[src/rtl/stack_unit.sv]
// stack_unit: LIFO operand stack driven by the CPU controller, one push/pop/tos command per cycle.
// Latency: pop/tos data on d_out one cycle after the command; no backpressure, every cycle accepts a command.
// Optional STACK_GUARD_EN: push-on-full and read-on-empty are dropped and raise sticky ovf/unf flags.
module stack_unit #(
    parameter int WIDTH = 8,
    parameter int DEPTH = 8
) (
    input  logic                       clk,
    input  logic                       rst,
    input  logic                       push,
    input  logic                       pop,
    input  logic                       tos,
    input  logic [WIDTH-1:0]           d_in,
    output logic [WIDTH-1:0]           d_out,
    output logic [$clog2(DEPTH):0]     count,
    output logic                       empty,
    output logic                       full,
    output logic                       ovf,
    output logic                       unf
);
    localparam int SPW = $clog2(DEPTH);
    localparam int CW  = SPW + 1;

    logic [WIDTH-1:0] mem [DEPTH];
    logic [SPW-1:0]   sp_q, sp_d;
    logic [CW-1:0]    cnt_q, cnt_d;
    logic [WIDTH-1:0] dout_q, dout_d;
    logic [WIDTH-1:0] top;
    logic             wr_en;

    assign count = cnt_q;
    assign d_out = dout_q;
    assign empty = (cnt_q == '0);
    assign full  = (cnt_q == CW'(DEPTH));
    assign top   = mem[sp_q - SPW'(1)];

`ifdef STACK_GUARD_EN
    logic ovf_q, ovf_d, unf_q, unf_d;
    assign ovf = ovf_q;
    assign unf = unf_q;
`else
    assign ovf = 1'b0;
    assign unf = 1'b0;
`endif

    // push outranks pop, pop outranks tos; losers in the same cycle are dropped
    always_comb begin
        sp_d   = sp_q;
        cnt_d  = cnt_q;
        dout_d = dout_q;
        wr_en  = 1'b0;
`ifdef STACK_GUARD_EN
        ovf_d  = ovf_q;
        unf_d  = unf_q;
`endif
        if (push) begin
`ifdef STACK_GUARD_EN
            if (full) begin
                ovf_d = 1'b1;
            end else begin
                wr_en = 1'b1;
                sp_d  = sp_q + SPW'(1);
                cnt_d = cnt_q + CW'(1);
            end
`else
            // on full the pointer wraps and overwrites the oldest entry
            wr_en = 1'b1;
            sp_d  = sp_q + SPW'(1);
            if (!full) cnt_d = cnt_q + CW'(1);
`endif
        end else if (pop || tos) begin
`ifdef STACK_GUARD_EN
            if (empty) begin
                unf_d = 1'b1;
            end else begin
                dout_d = top;
                if (pop) begin
                    sp_d  = sp_q - SPW'(1);
                    cnt_d = cnt_q - CW'(1);
                end
            end
`else
            dout_d = top;
            if (pop) begin
                sp_d = sp_q - SPW'(1);
                if (!empty) cnt_d = cnt_q - CW'(1);
            end
`endif
        end
    end

    always_ff @(posedge clk or negedge rst) begin
        if (!rst) begin
            sp_q   <= '0;
            cnt_q  <= '0;
            dout_q <= '0;
        end else begin
            sp_q   <= sp_d;
            cnt_q  <= cnt_d;
            dout_q <= dout_d;
        end
    end

`ifdef STACK_GUARD_EN
    always_ff @(posedge clk or negedge rst) begin
        if (!rst) begin
            ovf_q <= 1'b0;
            unf_q <= 1'b0;
        end else begin
            ovf_q <= ovf_d;
            unf_q <= unf_d;
        end
    end
`endif

    // storage is deliberately left unreset
    always_ff @(posedge clk) begin
        if (wr_en) mem[sp_q] <= d_in;
    end
endmodule

[config.mk]
export PLATFORM = sky130hd
export DESIGN_NAME = stack_unit
export DESIGN_NICKNAME = d
export VERILOG_FILES = /design/src/rtl/stack_unit.sv
export SDC_FILE = /design/constraint.sdc
export NUM_CORES = 1
export LEC_CHECK = 0
export BUFFER_PORTS_ARGS = -buffer_cell sky130_fd_sc_hd__clkbuf_2
export CELL_PAD_IN_SITES_DETAIL_PLACEMENT = 1
export CELL_PAD_IN_SITES_GLOBAL_PLACEMENT = 1
export CORE_ASPECT_RATIO = 1.2
export CORE_MARGIN = 3
export CORE_UTILIZATION = 25
export CTS_CLUSTER_DIAMETER = 200
export DETAILED_ROUTE_END_ITERATION = 7
export PLACE_DENSITY_LB_ADDON = 0.1
export REMOVE_ABC_BUFFERS = 1
export SKIP_LAST_GASP = 1
export SLEW_MARGIN = 20
export SYNTH_ARGS = -nofsm -noshare
export SYNTH_HDL_FRONTEND = slang
export SYNTH_SLANG_ARGS = --single-unit
[constraint.sdc]
create_clock -name clk -period 3.4 [get_ports clk]
set_input_delay 0.34 -clock clk [delete_from_list [all_inputs] [get_ports clk]]
set_output_delay 0.34 -clock clk [all_outputs]
set_load 0.05 [all_outputs]
Word level (Yosys, flattened, before mapping)
Memories as Yosys holds them, arrays and structs flattened. A register that Yosys moved wholly into a read port is not among the register bits.
Cells that the tools add are included.
{ "word_totals": {"regBits": 7, "latch_bits": 0, "mem_bits_rw": 64, "mem_bits_ro": 0, "in_bits": 13, "elab_cells": 30, "n_memories": 1} }
{ "classes": {"n_addsub": 4, "n_mul": 0, "n_div": 0, "order_cmp": 0, "eq_ne": 3, "shift": 0, "mux": 11, "n_bitwise": 1, "reduce_logical": 8} }
{ "mem_list": {"columns": ["name", "depth", "word_bits", "read_ports", "rd_clocked_by_memory_dff", "wr", "line", "source"], "rows": [
  ["mem", 8, 8, 1, 1, 1, "24", "logic [WIDTH-1:0] mem [DEPTH];"]
]} }
{ "ops": {"columns": ["cell", "count"], "rows": [
  ["two-way mux 4 bit", 5],
  ["two-way mux 3 bit", 3],
  ["adder 4 x 1 -> 4 bit (second input constant)", 1],
  ["== test 4 bit (second input constant)", 1],
  ["logical NOT 4 bit", 1],
  ["inequality test 2 bit (second input constant)", 2],
  ["AND reduction 2 bit", 2],
  ["AND reduction 4 bit", 1],
  ["nonzero test 2 bit", 2],
  ["subtractor 4 x 1 -> 4 bit (second input constant)", 1],
  ["adder 3 x 1 -> 3 bit (second input constant)", 1],
  ["two-way mux 1 bit", 3],
  ["subtractor 3 x 1 -> 3 bit (second input constant)", 1],
  ["logical NOT 1 bit", 1],
  ["logical OR 1 bit", 1],
  ["NOT 1 bit", 1]
]} }

Depth between registers and ports, before layout
Gate-level depths: netlist of run 1.
{ "logic_depth": {"word_depth": 5, "mapped_depth": 8} }

Worst setup path before layout of run 1
OpenSTA, ideal clock, no wires.
{ "synth_path": {"path_kind": "reg2reg", "startpoint": "register cnt_q[0], in the netlist count[0]", "endpoint": "register cnt_q[1], in the netlist count[1]", "arrival_ns": 1.950, "t_required_ns": 3.272, "slack_ns": 1.323, "stages_incl_launch_ff": 4, "cell_sequence": "dfrtp_1 nor4_4 o22ai_4 mux2_1"} }
{ "synth_via": {"word_cells_on_any_way": 12, "cone_classes": "2 x add/sub; 3 x eq/ne; 5 x mux; 2 x reduce/logical"} }
{ "synth_rtl": {"columns": ["item", "line", "source"], "rows": [
  ["from (decl)", "26", "logic [CW-1:0] cnt_q, cnt_d;"],
  ["from (signal assigned)", "99", "cnt_q <= cnt_d;"],
  ["logical NOT 4 bit", "33", "assign empty = (cnt_q == '0);"],
  ["net empty", "16", "output logic empty,"],
  ["inequality test 2 bit (no source line)", null, null],
  ["AND reduction 4 bit (no source line)", null, null]
]} }
The timed path passes the listed nets, and every way through them passes these cells. The select of a mux whose other input is x is not followed.
A chain may end at the register's enable or synchronous reset.

Worst setup path in the final report of run 1
{ "layout_path": {"startpoint": "register sp_q[0]", "endpoint": "register dout_q[1], in the netlist d_out[1], read port of mem"} }
{ "layout_via": {"elab_chain_len": 1} }
{ "layout_lines": {"columns": ["item", "line", "source"], "rows": [
  ["from (decl)", "25", "logic [SPW-1:0] sp_q, sp_d;"],
  ["from (signal assigned)", "98", "sp_q <= sp_d;"],
  ["subtractor 3 x 1 -> 3 bit", "35", "assign top = mem[sp_q - SPW'(1)];"],
  ["to (decl)", "27", "logic [WIDTH-1:0] dout_q, dout_d;"]
]} }
Every way passes these cells.

==> flow_summary_export.csv, run 1 <==
group,metric,value,unit
run_status,status,"complete, no violations",
global_routing,grt_use_total,11.4,%
setup_path,cp_slowest_stage_delay,0.67,ns
global_routing,grt_max_degree,25,
setup_path,path_buf_inv,2,
layout,drive_above_1_share,37.2,%
placement,io_buffers,26,
layout,final_core_util,31.3,%
setup_path,cp_slowest_cell,"ha_1",
setup_path,timing.rr.start,"sp_q[0]",
floorplan,core,12700,um2
sta,finalSetupViolCount,0,
clock_network,cts_max_path_buffers,2,
sta,clock_skew,0.00834,ns
setup_path,critical_path.top_delay_family,"adder cells",
setup_path,worstSetupPathType,"reg -> reg",
run,maxCapViolCount,0,
setup_path,crit_path_max_fanout,24,
global_routing,grt_pass1_vias,2080,
power,leakagePower,0.00143,uW
sta,rsz0062_at_grt,"no",
setup_path,critPathRequiredTime,3.61,ns
synth,synth_top_cell_area_share,58.5,%
sta,setup_ws,1.06,ns
clock_network,cts-root-buf,"clkbuf_16",
clock_network,cts_sinks,79,
clock_network,clkTransAtPathRegs,0.06,ns
drt,ant_nets,0,
floorplan,die_width,111,um
min_path,hold_class,"in -> reg",
layout,fin_nets,260,
setup_path,crit_start,"sp_q[0]",
global_routing,antenna_found_initial,0,
global_routing,grt_overflow_total,0,
sta,fin_crit,2.34,ns
sta,setup_tns,0,ns
synth,synth_cells,201,
sta,timing.final.crit_share,68.8,%
drt,drc,0,
clock_network,cts_buffers,9,
synth,ys_seq_area_share,69.9,%
synth,synth_area_leader_cell,"edfxtp_1",
drt,avgRoutedWirePerCell,19.1,um
clock_network,tritoncts,"done",
placement,gp_congestion,0.729,
clock_network,clock_latency,0.34,ns
synth,syn_area,3280,um2
synth,synth_cell_types,31,
drt,vias,1829,
sta,final-hold-violation-count,0,
placement,dpl.hpwl,4940,um
synth,synthTopCellsByArea,"edfxtp_1, dfrtp_1, mux2_2, o22ai_1, o31ai_1",
power,ir_drop,640,uV
placement,pre_cts_slack,1.02,ns
clock_network,cts-resized-gates,0,
sta,fmax,427,MHz
sta,report.final.slew_viol_count,0,
setup_path,start_kind,"flip-flop",
layout,syn_to_final_growth,21.2,%
min_path,worstHoldStart,"d_in[1]",
setup_path,r2r_slack,1.06,ns
floorplan,dieArea,14600,um2
power,p_per_area,1040,nW/um2
layout,diodes,0,
sta,worst_slew_pin_slew,0.651,ns
synth,yosys_warnings,0,
clock_network,htreeDepth,3,
synth,ys_ff_latch,79,
sta,maxSlewHeadroom,56.4,%
floorplan,row_count,45,
synth,syn_area_per_cell,16.3,um2
clock_network,postCtsSetupBuffers,0,
setup_path,path_cells,"inv_1, ha_1, buf_12, mux2_2, o22ai_1, o31ai_1",
drt,drtIter0Drc,50,
floorplan,die_y,132,um
setup_path,worstPathArrival,2.55,ns
drt,finalWirelength,7840,um
floorplan,io_pins,29,
drt,viasPerCell,4.45,
setup_path,end_kind,"flip-flop",
global_routing,grt_pass1_wl,12400,um
floorplan,initial_utilization,25.8,%
drt,first_pass_iters,4,
[Yosys cell counts, drive strengths merged]
cell	n
a221o	1
nor3	3
xor2	3
mux4	1
o22ai	17
dfrtp	15
fa	1
or2b	1
a21o	1
inv	3
nor4	1
and3	1
mux2	34
a21oi	2
conb	1
nand2b	1
o31ai	8
xnor2	3
nand2	17
ha	4
edfxtp	64
o21ai	1
buf	8
nor2	9
and2	1
[final cells by class]
type	count	area [um2]
Fill cell	1379	8740
Sequential cell	79	2300
Multi-Input combinational cell	112	925
Clock buffer	10	229
Timing Repair Buffer	37	228
Tap cell	164	205
Clock inverter	6	85.1
Inverter	3	11.3
[routing by layer]
| layer | vias up | track usage [%] | wire length (um) |
|---|---|---|---|
| met3 | 7 | 2.67 | 219 |
| met5 | - | 0 | 0 |
| li1 | 854 | - | - |
| met2 | 27 | 17.8 | 3640 |
| met1 | 941 | 15.7 | 3880 |
| met4 | 0 | 3.90 | 102 |
[power breakdown]
group / total (uW) / switching (uW) / internal [uW]
registers: 1400 / 145 / 1260
clock network: 1030 / 386 / 641
logic: 1690 / 1030 / 666
total: 4120 / 1560 / 2560
[worst paths after layout]
check,cells after the start,end
max in group asynchronous,2,sp_q[1]
worst max-delay path,6,d_out[1]
worst max register to register,6,d_out[1]
worst min register to register,2,d_out[5]
worst min-delay path,1,mem[1][1]
min in group asynchronous,2,d_out[2]
[registers in the layout, summed over array words and instances, names as in the netlist]
signal,cells
mem,64
d_out,8
count,4
sp_q,3
[cell families (layout without fill, tap and decap cells)]
kind of cell / count (synthesis) / count (layout) / synth area share (%)
AOI/OAI and AO/OA: 30 / 30 / 6.51
xor gates and xnor gates: 6 / 6 / 1.60
adders and majority gates: 5 / 5 / 2.13
buffers and inverters: 11 / 56 / 2.02
DFF: 79 / 79 / 69.9
muxes: 35 / 35 / 12.3
other: 1 / 2 / 0.114
and+or+nand+nor: 34 / 34 / 5.33
[per-stage QoR]
step | hold slack, ns | total power (uW) | instances | area, um2
3_3_place_gp | 0.366 | 3160 | 394 | 3660
3_5_place_dp | 0.362 | 3170 | 394 | 3660
6_report | 0.291 | 4120 | 411 | 3980
5_1_grt | 0.307 | 4370 | 411 | 3980
4_1_cts | 0.282 | 4200 | 411 | 3980
2_1_floorplan | 0.0444 | 2600 | 194 | 3230
[cell usage in the layout (no fill, tap or decap), types with 3 or more instances in the layout]
master	Yosys	layout
o31ai_1	8	8
nor2_1	9	9
nand2_2	3	3
ha_1	4	4
xor2_1	3	3
clkbuf_16	0	9
o22ai_1	16	16
dfrtp_1	15	15
edfxtp_1	64	64
clkbuf_2	0	26
buf_4	6	9
xnor2_1	3	3
mux2_2	32	32
nand2_1	14	14
[timing repair]
item,CTS,global route
hold endpoints to repair,6,0
hold buffers,1,0
setup endpoints to repair,0,0
No activity file was read; power rests on OpenSTA's default activity.
==> run 2, diff against run 1 <==
==> constraint.sdc (replaced) <==
create_clock -name clk -period 2.3 [get_ports clk]
set_input_delay 0.23 -clock clk [delete_from_list [all_inputs] [get_ports clk]]
set_output_delay 0.23 -clock clk [all_outputs]
set_load 0.05 [all_outputs]
==> flow_summary_export.csv, run 2 (synthesized netlist as in run 1, its figures left out) <==
group,metric,value,unit
run_status,status,"complete, no violations",
layout,largest_reg_flops,64,
clock_network,htreeDepth,3,
sta,timing.final.crit_share,84.3,%
sta,finalSetupViolCount,0,
layout,diodes,0,
power,p_int,3700,uW
setup_path,critPathRequiredTime,2.50,ns
sta,report.final.slew_viol_count,0,
drt,finalWirelength,7850,um
setup_path,critical_path.top_delay_family,"flip-flops",
layout,final_common_cell,"edfxtp_1",
drt,drc,0,
placement,dpl.hpwl,5210,um
floorplan,core,12700,um2
global_routing,grt_pass1_wl,12200,um
layout,drive_above_1_share,38.1,%
power,p_comb_share,42.8,%
setup_path,cp_slowest_stage_delay,0.44,ns
layout,most-common-layout-cells,"edfxtp_1, mux2_2, clkbuf_2",
global_routing,antenna_found_initial,0,
drt,viasPerCell,4.40,
placement,gp_congestion,0.705,
clock_network,tritoncts,"done",
setup_path,worstPathArrival,2.14,ns
placement,placed_cells,399,
clock_network,cts_max_path_buffers,2,
clock_network,cts_sinks,79,
power,p_switching,2270,uW
drt,ant_nets,0,
power,p_seq_share,34.4,%
clock_network,clock_latency,0.33,ns
global_routing,grt_pass1_vias,2017,
layout,fin_nets,265,
setup_path,crit_path_max_fanout,34,
layout,largest-register,"mem",
setup_path,worstSetupPathType,"reg -> reg",
floorplan,die_y,132,um
placement,io_buffers,26,
power,switching_share,38.1,%
setup_path,path_cells,"inv_1, ha_1, buf_12, mux2_2, o22ai_1, o31ai_1",
floorplan,dieArea,14600,um2
layout,stdcell_count,416,
sta,maxSlewHeadroom,62.7,%
setup_path,end_kind,"flip-flop",
setup_path,cp_slowest_cell,"dfrtp_1",
clock_network,postCtsSetupBuffers,0,
floorplan,row_count,45,
sta,worst_slew_pin_slew,0.558,ns
sta,setup_tns,0,ns
sta,rsz0062_at_grt,"no",
clock_network,clkTransAtPathRegs,0.06,ns
sta,clock_skew,0.00437,ns
sta,final-hold-violation-count,0,
floorplan,initial_utilization,25.8,%
power,ir_drop,711,uV
power,leakagePower,0.00145,uW
power,clkPwrFrac,22.9,%
drt,first_pass_iters,4,
min_path,hold_class,"in -> reg",
power,finalPower,5970,uW
clock_network,cts-root-buf,"clkbuf_16",
floorplan,die_width,111,um
drt,avgRoutedWirePerCell,18.9,um
floorplan,io_pins,29,
layout,syn_to_final_growth,21.3,%
setup_path,start_kind,"flip-flop",
global_routing,grt_max_degree,35,
drt,vias,1831,
setup_path,path_buf_inv,2,
layout,final_core_util,31.3,%
sta,whs,0.183,ns
drt,drtIter0Drc,105,
sta,fin_crit,1.94,ns
sta,fmax,516,MHz
clock_network,cts-resized-gates,0,
clock_network,cts_buffers,9,
global_routing,grt_use_total,11.4,%
layout,fillers,1358,
run,maxCapViolCount,0,
power,p_per_area,1500,nW/um2
global_routing,grt_overflow_total,0,
run 2: cell types whose count changed in the layout (fill, tap and decap cells not counted), sizes merged:
cell / before / now
buf: 10 / 15
bufinv: 2 / 1
clkbuf: 36 / 37
clkinv: 3 / 4
clkinvlp: 1 / 0
run 2: cell type report:
| type | count | area, um2 | area share [%] |
|---|---|---|---|
| inverter | 3 | 11.3 | 0.283 |
| multi-input combinational | 112 | 925 | 23.2 |
| clock buffer | 11 | 233 | 5.84 |
| timing repair buffer | 42 | 265 | 6.66 |
| clock inverter | 5 | 48.8 | 1.22 |
| sequential | 79 | 2300 | 57.6 |
| tap | 164 | 205 | 5.15 |
run 2: worst paths after layout:
| path | start | cells past startpoint | endpoint | slack, ns |
|---|---|---|---|---|
| worst min register to register | d_out[6] | 2 | d_out[6] | 0.49 |
| worst max-delay path | sp_q[1] | 6 | d_out[1] | 0.36 |
| min in group asynchronous | rst | 2 | count[0] | 0.42 |
| max in group asynchronous | rst | 2 | d_out[7] | 1.52 |
| worst max register to register | sp_q[1] | 6 | d_out[1] | 0.36 |
| worst min-delay path | d_in[3] | 1 | mem[3][3] | 0.18 |
run 2: power groups by stage:
stage / sequential, uW / clock, uW / combinational, uW
after CTS: 2060 / 1420 / 2620
after global routing: 2090 / 1480 / 2780
final: 2050 / 1370 / 2550
after detailed placement: 2090 / 0 / 2620
after floorplan: 2440 / 0 / 1410
after global placement: 2070 / 0 / 2630
run 2: per-stage QoR:
step / setup WS, ns / area, um2
finish: 0.362 / 3990
global route: 0.266 / 3990
CTS: 0.344 / 3990
detailed placement: 0.361 / 3690
global placement: 0.375 / 3690
floorplan: -0.00309 / 3230
run 2: timing repair:
| item | 4_1_cts | 5_1_grt |
|---|---|---|
| setup endpoints to repair | 0 | 0 |
| hold buffers | 1 | 0 |
| hold endpoints to repair | 15 | 0 |
run 2: metal layers:
layer,part of all wire [%],routed length [um],global-route usage (%),vias up
met5,0,0,0,-
met4,2.0,155,4.52,0
met3,2.7,213,2.63,13
met2,47,3730,18.1,34
met1,48,3760,15.0,924
li1,-,-,-,860
==> run 3, diff against run 2 <==
==> constraint.sdc (replaced) <==
create_clock -name clk -period 2.02 [get_ports clk]
set_input_delay 0.202 -clock clk [delete_from_list [all_inputs] [get_ports clk]]
set_output_delay 0.202 -clock clk [all_outputs]
set_load 0.05 [all_outputs]
==> flow_summary_export.csv, run 3 (synthesized netlist as in run 1, its figures left out) <==
group,metric,value,unit
run_status,status,"complete, no violations",
drt,finalWirelength,7560,um
setup_path,start_kind,"flip-flop",
clock_network,cts-root-buf,"clkbuf_16",
drt,first_pass_iters,4,
floorplan,io_pins,29,
power,leakagePower,0.00142,uW
clock_network,tritoncts,"done",
floorplan,initial_utilization,25.8,%
layout,most-common-layout-cells,"edfxtp_1, mux2_2, clkbuf_2",
floorplan,die_y,132,um
drt,vias,1850,
power,finalPower,6660,uW
placement,gp_congestion,0.689,
clock_network,htreeDepth,3,
sta,report.final.slew_viol_count,0,
layout,syn_to_final_growth,20.2,%
run,maxCapViolCount,0,
setup_path,cp_slowest_cell,"dfrtp_1",
placement,pre_cts_slack,0.240,ns
setup_path,path_cells,"nor3_2, and2_4, clkbuf_2",
sta,fin_crit,1.79,ns
power,ir_drop,797,uV
global_routing,grt_pass1_vias,1969,
drt,drtIter0Drc,58,
drt,viasPerCell,4.47,
setup_path,cp_slowest_stage_delay,0.49,ns
floorplan,row_count,45,
power,p_per_area,1690,nW/um2
sta,rsz0062_at_grt,"no",
global_routing,grt_max_degree,35,
clock_network,cts_buffers,9,
min_path,hold_class,"in -> reg",
sta,clock_skew,0.00863,ns
clock_network,cts_sinks,79,
clock_network,cts-resized-gates,0,
clock_network,clkTransAtPathRegs,0.06,ns
drt,avgRoutedWirePerCell,18.3,um
layout,diodes,0,
global_routing,grt_use_total,10.9,%
floorplan,die_width,111,um
setup_path,critPathRequiredTime,1.82,ns
clock_network,clock_latency,0.33,ns
layout,final_core_util,31.0,%
layout,stdcell_area,3950,um2
global_routing,grt_overflow_total,0,
layout,largest-register,"mem",
setup_path,end_kind,"output port",
layout,drive_above_1_share,37.2,%
layout,fin_nets,263,
drt,ant_nets,0,
drt,drc,0,
setup_path,worstPathArrival,1.58,ns
layout,largest_reg_flops,64,
sta,maxSlewHeadroom,65.2,%
global_routing,antenna_found_initial,0,
setup_path,crit_path_max_fanout,6,
layout,final_common_cell,"edfxtp_1",
sta,setup_ws,0.234,ns
sta,final-hold-violation-count,0,
sta,timing.final.crit_share,88.4,%
sta,fmax,560,MHz
sta,finalSetupViolCount,0,
placement,dpl.hpwl,4820,um
floorplan,core,12700,um2
placement,dpl_cell_area,3680,um2
clock_network,cts_max_path_buffers,2,
global_routing,grt_pass1_wl,11800,um
floorplan,dieArea,14600,um2
sta,whs,0.161,ns
sta,worst_slew_pin_slew,0.522,ns
setup_path,worstSetupPathType,"reg -> out",
placement,io_buffers,26,
run 3: final timing paths:
kind / endpoint / start / slack [ns] / cells after the start
max: full / count[0] / 0.23 / 3
min: mem[4][2] / d_in[2] / 0.16 / 1
max reg2reg: d_out[0] / sp_q[0] / 0.24 / 6
min reg2reg: d_out[5] / d_out[5] / 0.48 / 2
max in group asynchronous: d_out[6] / rst / 1.29 / 2
min in group asynchronous: count[0] / rst / 0.38 / 2
run 3: final cells by class:
cell class | count | area (um2)
multi-input combinational | 112 | 925
fill | 1376 | 8780
clock buffer | 12 | 236
clock inverter | 4 | 23.8
tap | 164 | 205
timing repair buffer | 40 | 250
sequential | 79 | 2300
inverter | 3 | 11.3
run 3: power breakdown:
part           internal [uW]  total [uW]  switching [uW]
logic                   1140        2910            1770
registers               2120        2320             204
clock network            826        1420             597
total                   4090        6660            2570
run 3: repair_timing:
item	CTS	global route
hold buffers	1	0
setup buffers	0	0
hold endpoints to repair	15	0
run 3: layer usage:
metal	part of all wire (%)	global-route usage, %	up-vias
met2	49	17.7	30
met1	47	14.0	958
met3	2.9	2.81	9
li1	-	-	853
met4	1.4	4.11	0
met5	0	0	-
run 3: critical path: cells and delay by family (launching register included):
family / cells / cell delay (ns)
buffers and inverters: 1 / 0.27
flip-flops: 1 / 0.49
AND/OR/NAND/NOR: 2 / 0.49
run 3: per-stage QoR:
stage	instances	TNS, ns
floorplan	194	-2.38
global placement	397	0
detailed placement	397	0
CTS	414	0
global route	414	0
finish	414	0
